### config.mk
export PLATFORM = sky130hd
export DESIGN_NAME = bcd_serial_add_ctrl
export DESIGN_NICKNAME = d
export VERILOG_FILES = /design/src/rtl/bcd_serial_add_ctrl_pkg.sv /design/src/rtl/bcd_digit_add.sv /design/src/rtl/bcd_serial_add_ctrl.sv
export SDC_FILE = /design/constraint.sdc
export NUM_CORES = 1
export LEC_CHECK = 0
export BUFFER_PORTS_ARGS = -buffer_cell sky130_fd_sc_hd__buf_2
export CORE_MARGIN = 1
export CORE_UTILIZATION = 50
export DETAILED_ROUTE_END_ITERATION = 8
export PLACE_DENSITY = 0.82
export SYNTH_ARGS = -nofsm -noshare
export SYNTH_HDL_FRONTEND = slang
export SYNTH_HIERARCHICAL = 1
export SYNTH_SLANG_ARGS = --single-unit
### constraint.sdc
create_clock -name clk -period 2.3 [get_ports clk]
set_input_delay 0.115 -clock clk [delete_from_list [all_inputs] [get_ports clk]]
set_output_delay 0.115 -clock clk [all_outputs]
set_load 0.01 [all_outputs]
### src/rtl/bcd_serial_add_ctrl_pkg.sv
// Shared constants and state type for the serial packed-BCD adder sequencer.
package bcd_serial_add_ctrl_pkg;

    localparam int unsigned BCD_DIGIT_W = 4;
    localparam logic [3:0]  BCD_MAX     = 4'd9;

    typedef enum logic [1:0] {
        ST_IDLE = 2'd0,
        ST_RUN  = 2'd1,
        ST_DONE = 2'd2
    } state_t;

endpackage

### src/rtl/bcd_digit_add.sv
// Single-digit BCD adder: binary add of two digits plus carry, then decimal correction.
module bcd_digit_add (
    input  logic [3:0] a,
    input  logic [3:0] b,
    input  logic       ci,
    output logic [3:0] s,
    output logic       co
);

    logic [4:0] w_bin;
    logic       w_corr;

    always_comb begin
        w_bin  = {1'b0, a} + {1'b0, b} + {4'd0, ci};
        // Result above 9 (or binary overflow) is pushed into the next decade by adding 6.
        w_corr = w_bin[4] | (w_bin[3] & w_bin[2]) | (w_bin[3] & w_bin[1]);
        s      = w_corr ? (w_bin[3:0] + 4'd6) : w_bin[3:0];
        co     = w_corr;
    end

endmodule

### src/rtl/bcd_serial_add_ctrl.sv
// Multi-digit packed-BCD adder that time-shares one digit adder, LSD first, one digit per clock.
module bcd_serial_add_ctrl
    import bcd_serial_add_ctrl_pkg::*;
#(
    parameter int unsigned DIGITS = 4
) (
    input  logic                          clk,
    input  logic                          rst_n,
    input  logic                          start,
    input  logic [DIGITS*BCD_DIGIT_W-1:0] a,
    input  logic [DIGITS*BCD_DIGIT_W-1:0] b,
    input  logic                          cin,
    output logic                          busy,
    output logic                          done,
    output logic [DIGITS*BCD_DIGIT_W-1:0] sum,
    output logic                          cout,
    output logic                          err
);

    localparam int unsigned W     = DIGITS * BCD_DIGIT_W;
    localparam int unsigned CNT_W = (DIGITS > 1) ? $clog2(DIGITS) : 1;
    localparam logic [CNT_W-1:0] CNT_LAST = CNT_W'(DIGITS - 1);

    state_t             r_state;
    state_t             w_state_nxt;
    logic [W-1:0]       r_a;
    logic [W-1:0]       r_b;
    logic [W-1:0]       r_acc;
    logic [W-1:0]       r_sum;
    logic               r_carry;
    logic               r_cout;
    logic               r_err;
    logic [CNT_W-1:0]   r_cnt;

    logic               w_accept;
    logic               w_last;
    logic [3:0]         w_dig_s;
    logic               w_dig_co;
    logic [W-1:0]       w_acc_nxt;
    logic [DIGITS-1:0]  w_bad;

    bcd_digit_add u_digit (
        .a  (r_a[BCD_DIGIT_W-1:0]),
        .b  (r_b[BCD_DIGIT_W-1:0]),
        .ci (r_carry),
        .s  (w_dig_s),
        .co (w_dig_co)
    );

    for (genvar gi = 0; gi < DIGITS; gi++) begin : g_chk
        assign w_bad[gi] = (a[gi*BCD_DIGIT_W +: BCD_DIGIT_W] > BCD_MAX) |
                           (b[gi*BCD_DIGIT_W +: BCD_DIGIT_W] > BCD_MAX);
    end

    // New digit enters at the top so that after DIGITS steps digit 0 sits in [3:0].
    if (DIGITS == 1) begin : g_acc1
        assign w_acc_nxt = w_dig_s;
    end else begin : g_accn
        assign w_acc_nxt = {w_dig_s, r_acc[W-1:BCD_DIGIT_W]};
    end

    always_ff @(posedge clk or negedge rst_n) begin
        if (!rst_n) r_state <= ST_IDLE;
        else        r_state <= w_state_nxt;
    end

    always_comb begin
        w_state_nxt = r_state;
        w_accept    = 1'b0;
        w_last      = 1'b0;
        case (r_state)
            ST_IDLE: begin
                if (start) begin
                    w_accept    = 1'b1;
                    w_state_nxt = ST_RUN;
                end
            end
            ST_RUN: begin
                if (r_cnt == CNT_LAST) begin
                    w_last      = 1'b1;
                    w_state_nxt = ST_DONE;
                end
            end
            ST_DONE:  w_state_nxt = ST_IDLE;
            default:  w_state_nxt = ST_IDLE;
        endcase
    end

    always_ff @(posedge clk or negedge rst_n) begin
        if (!rst_n) begin
            r_a     <= '0;
            r_b     <= '0;
            r_acc   <= '0;
            r_sum   <= '0;
            r_carry <= 1'b0;
            r_cout  <= 1'b0;
            r_err   <= 1'b0;
            r_cnt   <= '0;
        end else if (w_accept) begin
            r_a     <= a;
            r_b     <= b;
            r_acc   <= '0;
            r_carry <= cin;
            r_cnt   <= '0;
            r_err   <= |w_bad;
        end else if (r_state == ST_RUN) begin
            r_a     <= r_a >> BCD_DIGIT_W;
            r_b     <= r_b >> BCD_DIGIT_W;
            r_acc   <= w_acc_nxt;
            r_carry <= w_dig_co;
            r_cnt   <= r_cnt + CNT_W'(1);
            if (w_last) begin
                r_sum  <= w_acc_nxt;
                r_cout <= w_dig_co;
            end
        end
    end

    assign busy = (r_state == ST_RUN);
    assign done = (r_state == ST_DONE);
    assign sum  = r_sum;
    assign cout = r_cout;
    assign err  = r_err;

endmodule
==> results of run 1 <==
==> per-layer routing <==
layer  up-vias  track usage [%]  wire [um]
li1       1134                -          -
met1      1223             32.2       3030
met2        78             35.3       3280
met3        13             4.43        288
met4         0             7.68        110
met5         -                0          0
==> cell usage in the layout (no fill, tap or decap), types with 8 or more instances in the layout <==
cell type and count:
mux2_2 8, inv_1 8, buf_4 10, clkbuf_8 11, nand2_1 31, dfrtp_1 67
a22o_1 18, buf_2 55, mux2_4 9, a22oi_1 25, o21ai_0 38
==> stage by stage <==
step                power, mW  TNS [ns]  util, %  cell area, sq um  setup WS [ns]
floorplan                3.67         0        -              3090         0.0292
CTS                      5.27  -0.00741     61.8              3680       -0.00741
global route             5.78    -0.118     62.1              3700        -0.0863
global placement         4.22         0     57.9              3450         0.0280
detailed placement       4.35    -0.189     57.9              3450        -0.0652
finish                   5.39   -0.0133     62.1              3700        -0.0133
==> how the worst max path moves through the flow <==
stage	start	endpoint	slack, ns	depth (start not counted)
2_1_floorplan	r_a[0]$_DFFE_PN0P_	sum[13]$_DFFE_PN0P_	0.03	8
3_3_place_gp	r_a[0]$_DFFE_PN0P_	sum[15]$_DFFE_PN0P_	0.03	8
3_5_place_dp	r_a[0]$_DFFE_PN0P_	sum[15]$_DFFE_PN0P_	-0.07	8
4_1_cts	r_a[0]$_DFFE_PN0P_	sum[15]$_DFFE_PN0P_	-0.007	8
5_1_grt	r_carry$_DFFE_PN0P_	sum[15]$_DFFE_PN0P_	-0.09	8
6_report	r_a[0]$_DFFE_PN0P_	sum[15]$_DFFE_PN0P_	-0.01	8
==> cell type report <==
type | count | area (sq um) | area share [%]
inverter | 10 | 37.5 | 1.01
tap | 75 | 93.8 | 2.54
timing repair buffer | 70 | 400 | 10.8
multi-input combinational | 184 | 1330 | 35.8
clock buffer | 12 | 155 | 4.19
sequential | 67 | 1680 | 45.3
clock inverter | 2 | 12.5 | 0.338
==> flip-flops by register name, summed over array words and instances (netlist names) <==
name and cells:
r_state 2, r_acc 12, r_carry 1, r_a 16, err 1, r_cnt 2, sum 16, r_b 16
cout 1
==> what timing repair did <==
action	4_1_cts	5_1_grt
hold endpoints to repair	71	0
gates resized for setup	2	3
buffers inserted	1	1
hold buffers	5	0
pin swaps	1	3
setup endpoints to repair	5	6
==> kinds of logic (layout without fill, tap and decap cells) <==
logic type | Yosys count | in the layout | share of synthesized area [%]
xor gates and xnor gates | 1 | 1 | 0.283
buffers and inverters | 25 | 94 | 3.72
DFF | 67 | 67 | 54.2
adders and majority gates | 7 | 7 | 3.32
muxes | 19 | 19 | 7.93
AOI/OAI and AO/OA | 98 | 98 | 21.0
and+or+nand+nor | 59 | 59 | 9.47
==> critical path: stages (launching register included) <==
cell     delay, ns
dfrtp_1       0.36
inv_2         0.05
fa_2          0.40
fa_2          0.39
or2b_1        0.25
a21o_1        0.18
a31oi_1       0.16
mux2i_1       0.13
mux2_2        0.28
==> where the power goes <==
part	switching (mW)	internal (mW)	total, mW
Sequential	0.315	1.66	1.97
Combinational	1.35	1.21	2.56
Clock	0.423	0.437	0.860
==> impl_metrics.json, run 1 <==
{
  "critical_path_required_ns": 2.52,
  "netlist_top_cells_count": "dfrtp_1, o21ai_0, nand2_1",
  "r2r_end": "sum[15]$_DFFE_PN0P_",
  "min_to": "r_b[13]$_DFFE_PN0P_",
  "ff2ff_setup_slack_ns": -0.01,
  "dp.cells": 399,
  "hp-class": "in -> reg",
  "yosysTopAreaCell": "dfrtp_1",
  "yosysWarningCount": 6,
  "cts_buffer_depth": 2,
  "die_area_sq_um": 6500,
  "ys_top_cells_by_area": "dfrtp_1, o21ai_0, a22oi_1, a22o_1, mux2_4",
  "rr_worst_depth": 8,
  "yosys.area.top_type_share_pct": 54.2,
  "yosysSeqAreaShare_pct": 54.2,
  "finalNonFillerCells": 420,
  "start_util_pct": 51.9,
  "num_rows": 28,
  "ctsRootBufferMaster": "clkbuf_8",
  "syn_nets": 319,
  "setup_ws_ns": -0.0133,
  "cp-start-kind": "flop",
  "p_per_area_nw_per_um2": 1460,
  "hold_path_depth": 2,
  "finalHoldWorstSlack_ns": 0.0185,
  "clock-sinks": 67,
  "max_freq_mhz": 432,
  "drcViolationCount": 0,
  "hold_viol_final": 0,
  "fin_skew_ns": 0.00363,
  "synthesis.area_sq_um": 3090,
  "synth_flop_cell": "dfrtp_1",
  "port_buffers": 55,
  "setup_viol": 1,
  "dr.pass1.iters": 5,
  "clk_latency_ns": 0.34,
  "async_flop_share_pct": 100,
  "cp_max_fo": 3,
  "regToRegStartpoint": "r_a[0]$_DFFE_PN0P_",
  "avgRoutedWirePerCell_um": 16.0,
  "syn_to_final_growth_pct": 19.7,
  "nFillCells": 476,
  "period_share_pct": 101,
  "htreeDepth": 3,
  "crit_arrival_ns": 2.54,
  "ys_ff_latch": 67,
  "ios": 56,
  "path_class": "reg -> reg",
  "place_hpwl_um": 4460,
  "avgSynthCellArea_sq_um": 11.2,
  "die_w_um": 80.6,
  "status": "finished with violations",
  "cts_buffers": 9,
  "grt_max_degree": 68,
  "cts_tree": "done",
  "num_vias": 2448,
  "final_antenna_net_count": 0,
  "antenna_found_initial": 0,
  "synth_cells": 276,
  "critPathCaptureType": "flop",
  "routed_wl_um": 6710,
  "relSlewSlack_pct": 43.8,
  "finalCriticalPeriod_ns": 2.31,
  "grt_first_pass_wirelength_um": 11200,
  "grt_usage_pct": 22.8,
  "rsz0062_at_grt": "yes",
  "fin_nets": 385,
  "gp_congestion": 0.942,
  "final_layout_size_suffix_gt1_share_pct": 30.4,
  "n_antenna_cell": 0,
  "die-height_um": 80.6,
  "grt_overflow": 0,
  "worstMarginPinSlew_ns": 0.842,
  "p_leak_nw": 1.79,
  "yosysUniqueCellTypes": 39,
  "min_from": "b[13]",
  "violations": "negative setup slack",
  "vias_per_cell": 5.83,
  "max-vdd-ir-drop_mv": 0.681,
  "synth_most_common_cell": "dfrtp_1",
  "first_global_vias": 2355,
  "core_area_sq_um": 5960,
  "synth_edf_count": 0,
  "maxCapViolCount": 0,
  "clkTransAtPathRegs_ns": 0.07,
  "slew_viol_final": 0,
  "drtIter0Drc": 194
}
Note: power is estimated with default switching activity, not from simulation.
==> run 2, diff against run 1 <==
Settings changed: REMOVE_ABC_BUFFERS set to 1.
==> impl_metrics.json, run 2 (synthesis gave the netlist of run 1 again) <==
{
  "critPathCaptureType": "flop",
  "nFillCells": 472,
  "layout_commonest_cell": "dfrtp_1",
  "hold_path_depth": 3,
  "clock-sinks": 67,
  "min_to": "r_carry$_DFFE_PN0P_",
  "rsz0062_at_grt": "yes",
  "min_from": "cin",
  "finalCriticalPeriod_ns": 2.25,
  "max_freq_mhz": 444,
  "clk_latency_ns": 0.34,
  "setup_tns_ns": 0,
  "slew_viol_final": 0,
  "start_util_pct": 51.9,
  "crit_chain": "inv_1 -> fa_2 -> fa_2 -> or2b_1 -> a21o_1 -> a31oi_1 -> mux2i_1 -> mux2_2",
  "cts_buffers": 9,
  "place_hpwl_um": 4470,
  "max-vdd-ir-drop_mv": 0.684,
  "p_leak_nw": 1.83,
  "ios": 56,
  "critical_path_required_ns": 2.52,
  "routed_wl_um": 6400,
  "cp-start-kind": "flop",
  "rr_worst_depth": 8,
  "slowest_delay_ns": 0.39,
  "num_rows": 28,
  "dr.pass1.iters": 4,
  "n_antenna_cell": 0,
  "seqPwrFrac_pct": 35.9,
  "maxCapViolCount": 0,
  "fin_skew_ns": 0.0118,
  "avgRoutedWirePerCell_um": 15.2,
  "die-height_um": 80.6,
  "worstMarginPinSlew_ns": 0.659,
  "cts_buffer_depth": 2,
  "die_w_um": 80.6,
  "antenna_found_initial": 0,
  "final_antenna_net_count": 0,
  "syn_to_final_growth_pct": 21.9,
  "port_buffers": 55,
  "mostFrequentLayoutCells": "dfrtp_1, buf_2, o21ai_0",
  "ctsRootBufferMaster": "clkbuf_8",
  "drcViolationCount": 0,
  "r2r_end": "sum[15]$_DFFE_PN0P_",
  "cp_max_fo": 3,
  "clkPwrFrac_pct": 19.4,
  "hp-class": "in -> reg",
  "fin_nets": 386,
  "period_share_pct": 98.0,
  "p_switching_mw": 1.99,
  "num_vias": 2396,
  "power.internal_mw": 3.50,
  "final_util_pct": 63.3,
  "cts_tree": "done",
  "clkTransAtPathRegs_ns": 0.06,
  "gp_congestion": 0.907,
  "drtIter0Drc": 110,
  "grt_first_pass_wirelength_um": 11000,
  "grt_max_degree": 40,
  "switching_share_pct": 36.3,
  "cpMostUsedCell": "fa_2",
  "ff2ff_setup_slack_ns": 0.05,
  "combPwrFrac_pct": 44.6,
  "vias_per_cell": 5.69,
  "grt_overflow": 0,
  "first_global_vias": 2377,
  "core_area_sq_um": 5960,
  "htreeDepth": 3,
  "path_class": "reg -> reg",
  "setup_viol": 0,
  "hold_viol_final": 0,
  "crit_arrival_ns": 2.47,
  "status": "completed",
  "final_layout_size_suffix_gt1_share_pct": 30.1,
  "crit_slowest_cell": "fa_2",
  "p_per_area_nw_per_um2": 1460,
  "regToRegStartpoint": "r_carry$_DFFE_PN0P_",
  "die_area_sq_um": 6500,
  "relSlewSlack_pct": 56.0,
  "grt_usage_pct": 22.7
}
run 2: worst max path at each step:
stage,startpoint,end,slack [ns],cells after the start
after floorplan,r_a[0]$_DFFE_PN0P_,sum[13]$_DFFE_PN0P_,-0.03,8
after global placement,r_a[0]$_DFFE_PN0P_,sum[13]$_DFFE_PN0P_,-0.12,8
after detailed placement,r_a[0]$_DFFE_PN0P_,sum[15]$_DFFE_PN0P_,-0.18,8
after CTS,r_carry$_DFFE_PN0P_,sum[15]$_DFFE_PN0P_,-0.02,8
after global routing,r_carry$_DFFE_PN0P_,sum[15]$_DFFE_PN0P_,-0.04,8
final,r_carry$_DFFE_PN0P_,sum[15]$_DFFE_PN0P_,0.05,8
run 2: per-stage QoR:
step	cell area, sq um	total power, mW	hold WS [ns]	setup slack, ns	instances
2_1_floorplan	3010	3.58	-0.181	-0.0302	261
3_3_place_gp	3460	4.21	0.182	-0.117	400
3_5_place_dp	3460	4.35	0.187	-0.178	400
4_1_cts	3760	5.49	0.0672	-0.0180	421
5_1_grt	3770	5.93	0.0931	-0.0440	421
6_report	3770	5.49	0.0762	0.0464	421
run 2: per-layer routing:
layer	up-vias	wire length, um	GRT usage, %	part of all wire (%)
met4	0	114	10.5	1.8
met3	12	352	4.77	5.5
met5	-	0	0	0
met1	1160	2900	29.7	45
li1	1132	-	-	-
met2	92	3030	35.9	47
run 2: power by group through the flow:
stage               registers (mW)  logic, mW  clock network (mW)
finish                        1.97       2.45                1.07
global placement              1.96       2.25                   0
CTS                           1.97       2.43                1.09
floorplan                     2.01       1.57                   0
detailed placement            1.99       2.36                   0
global route                  2.04       2.74                1.16
run 2: cell type report:
cell class              instances  area [sq um]  share of cell area [%]
well taps                      75          93.8                    2.49
clock inverters                 2          60.1                    1.59
repair buffers                 71           423                    11.2
flip-flops and latches         67          1680                    44.5
multi-input cells             184          1320                    35.1
clock buffers                  12           155                    4.12
inverters                      10          37.5                   0.996
run 2: repair_timing:
action	in CTS	in global routing
hold buffers	6	0
setup endpoints to repair	8	7
buffers inserted	1	0
pin swaps	3	2
endpoints found under the hold margin	33	0
resized for setup	3	2
run 2: worst max-delay path: cells and delay by family, from the launching register on:
family          cells  cell delay (ns)
buf+inv             1             0.06
compound gates      2             0.30
fa+ha+maj           2             0.78
flops               1             0.34
simple gates        1             0.25
mux                 2             0.41
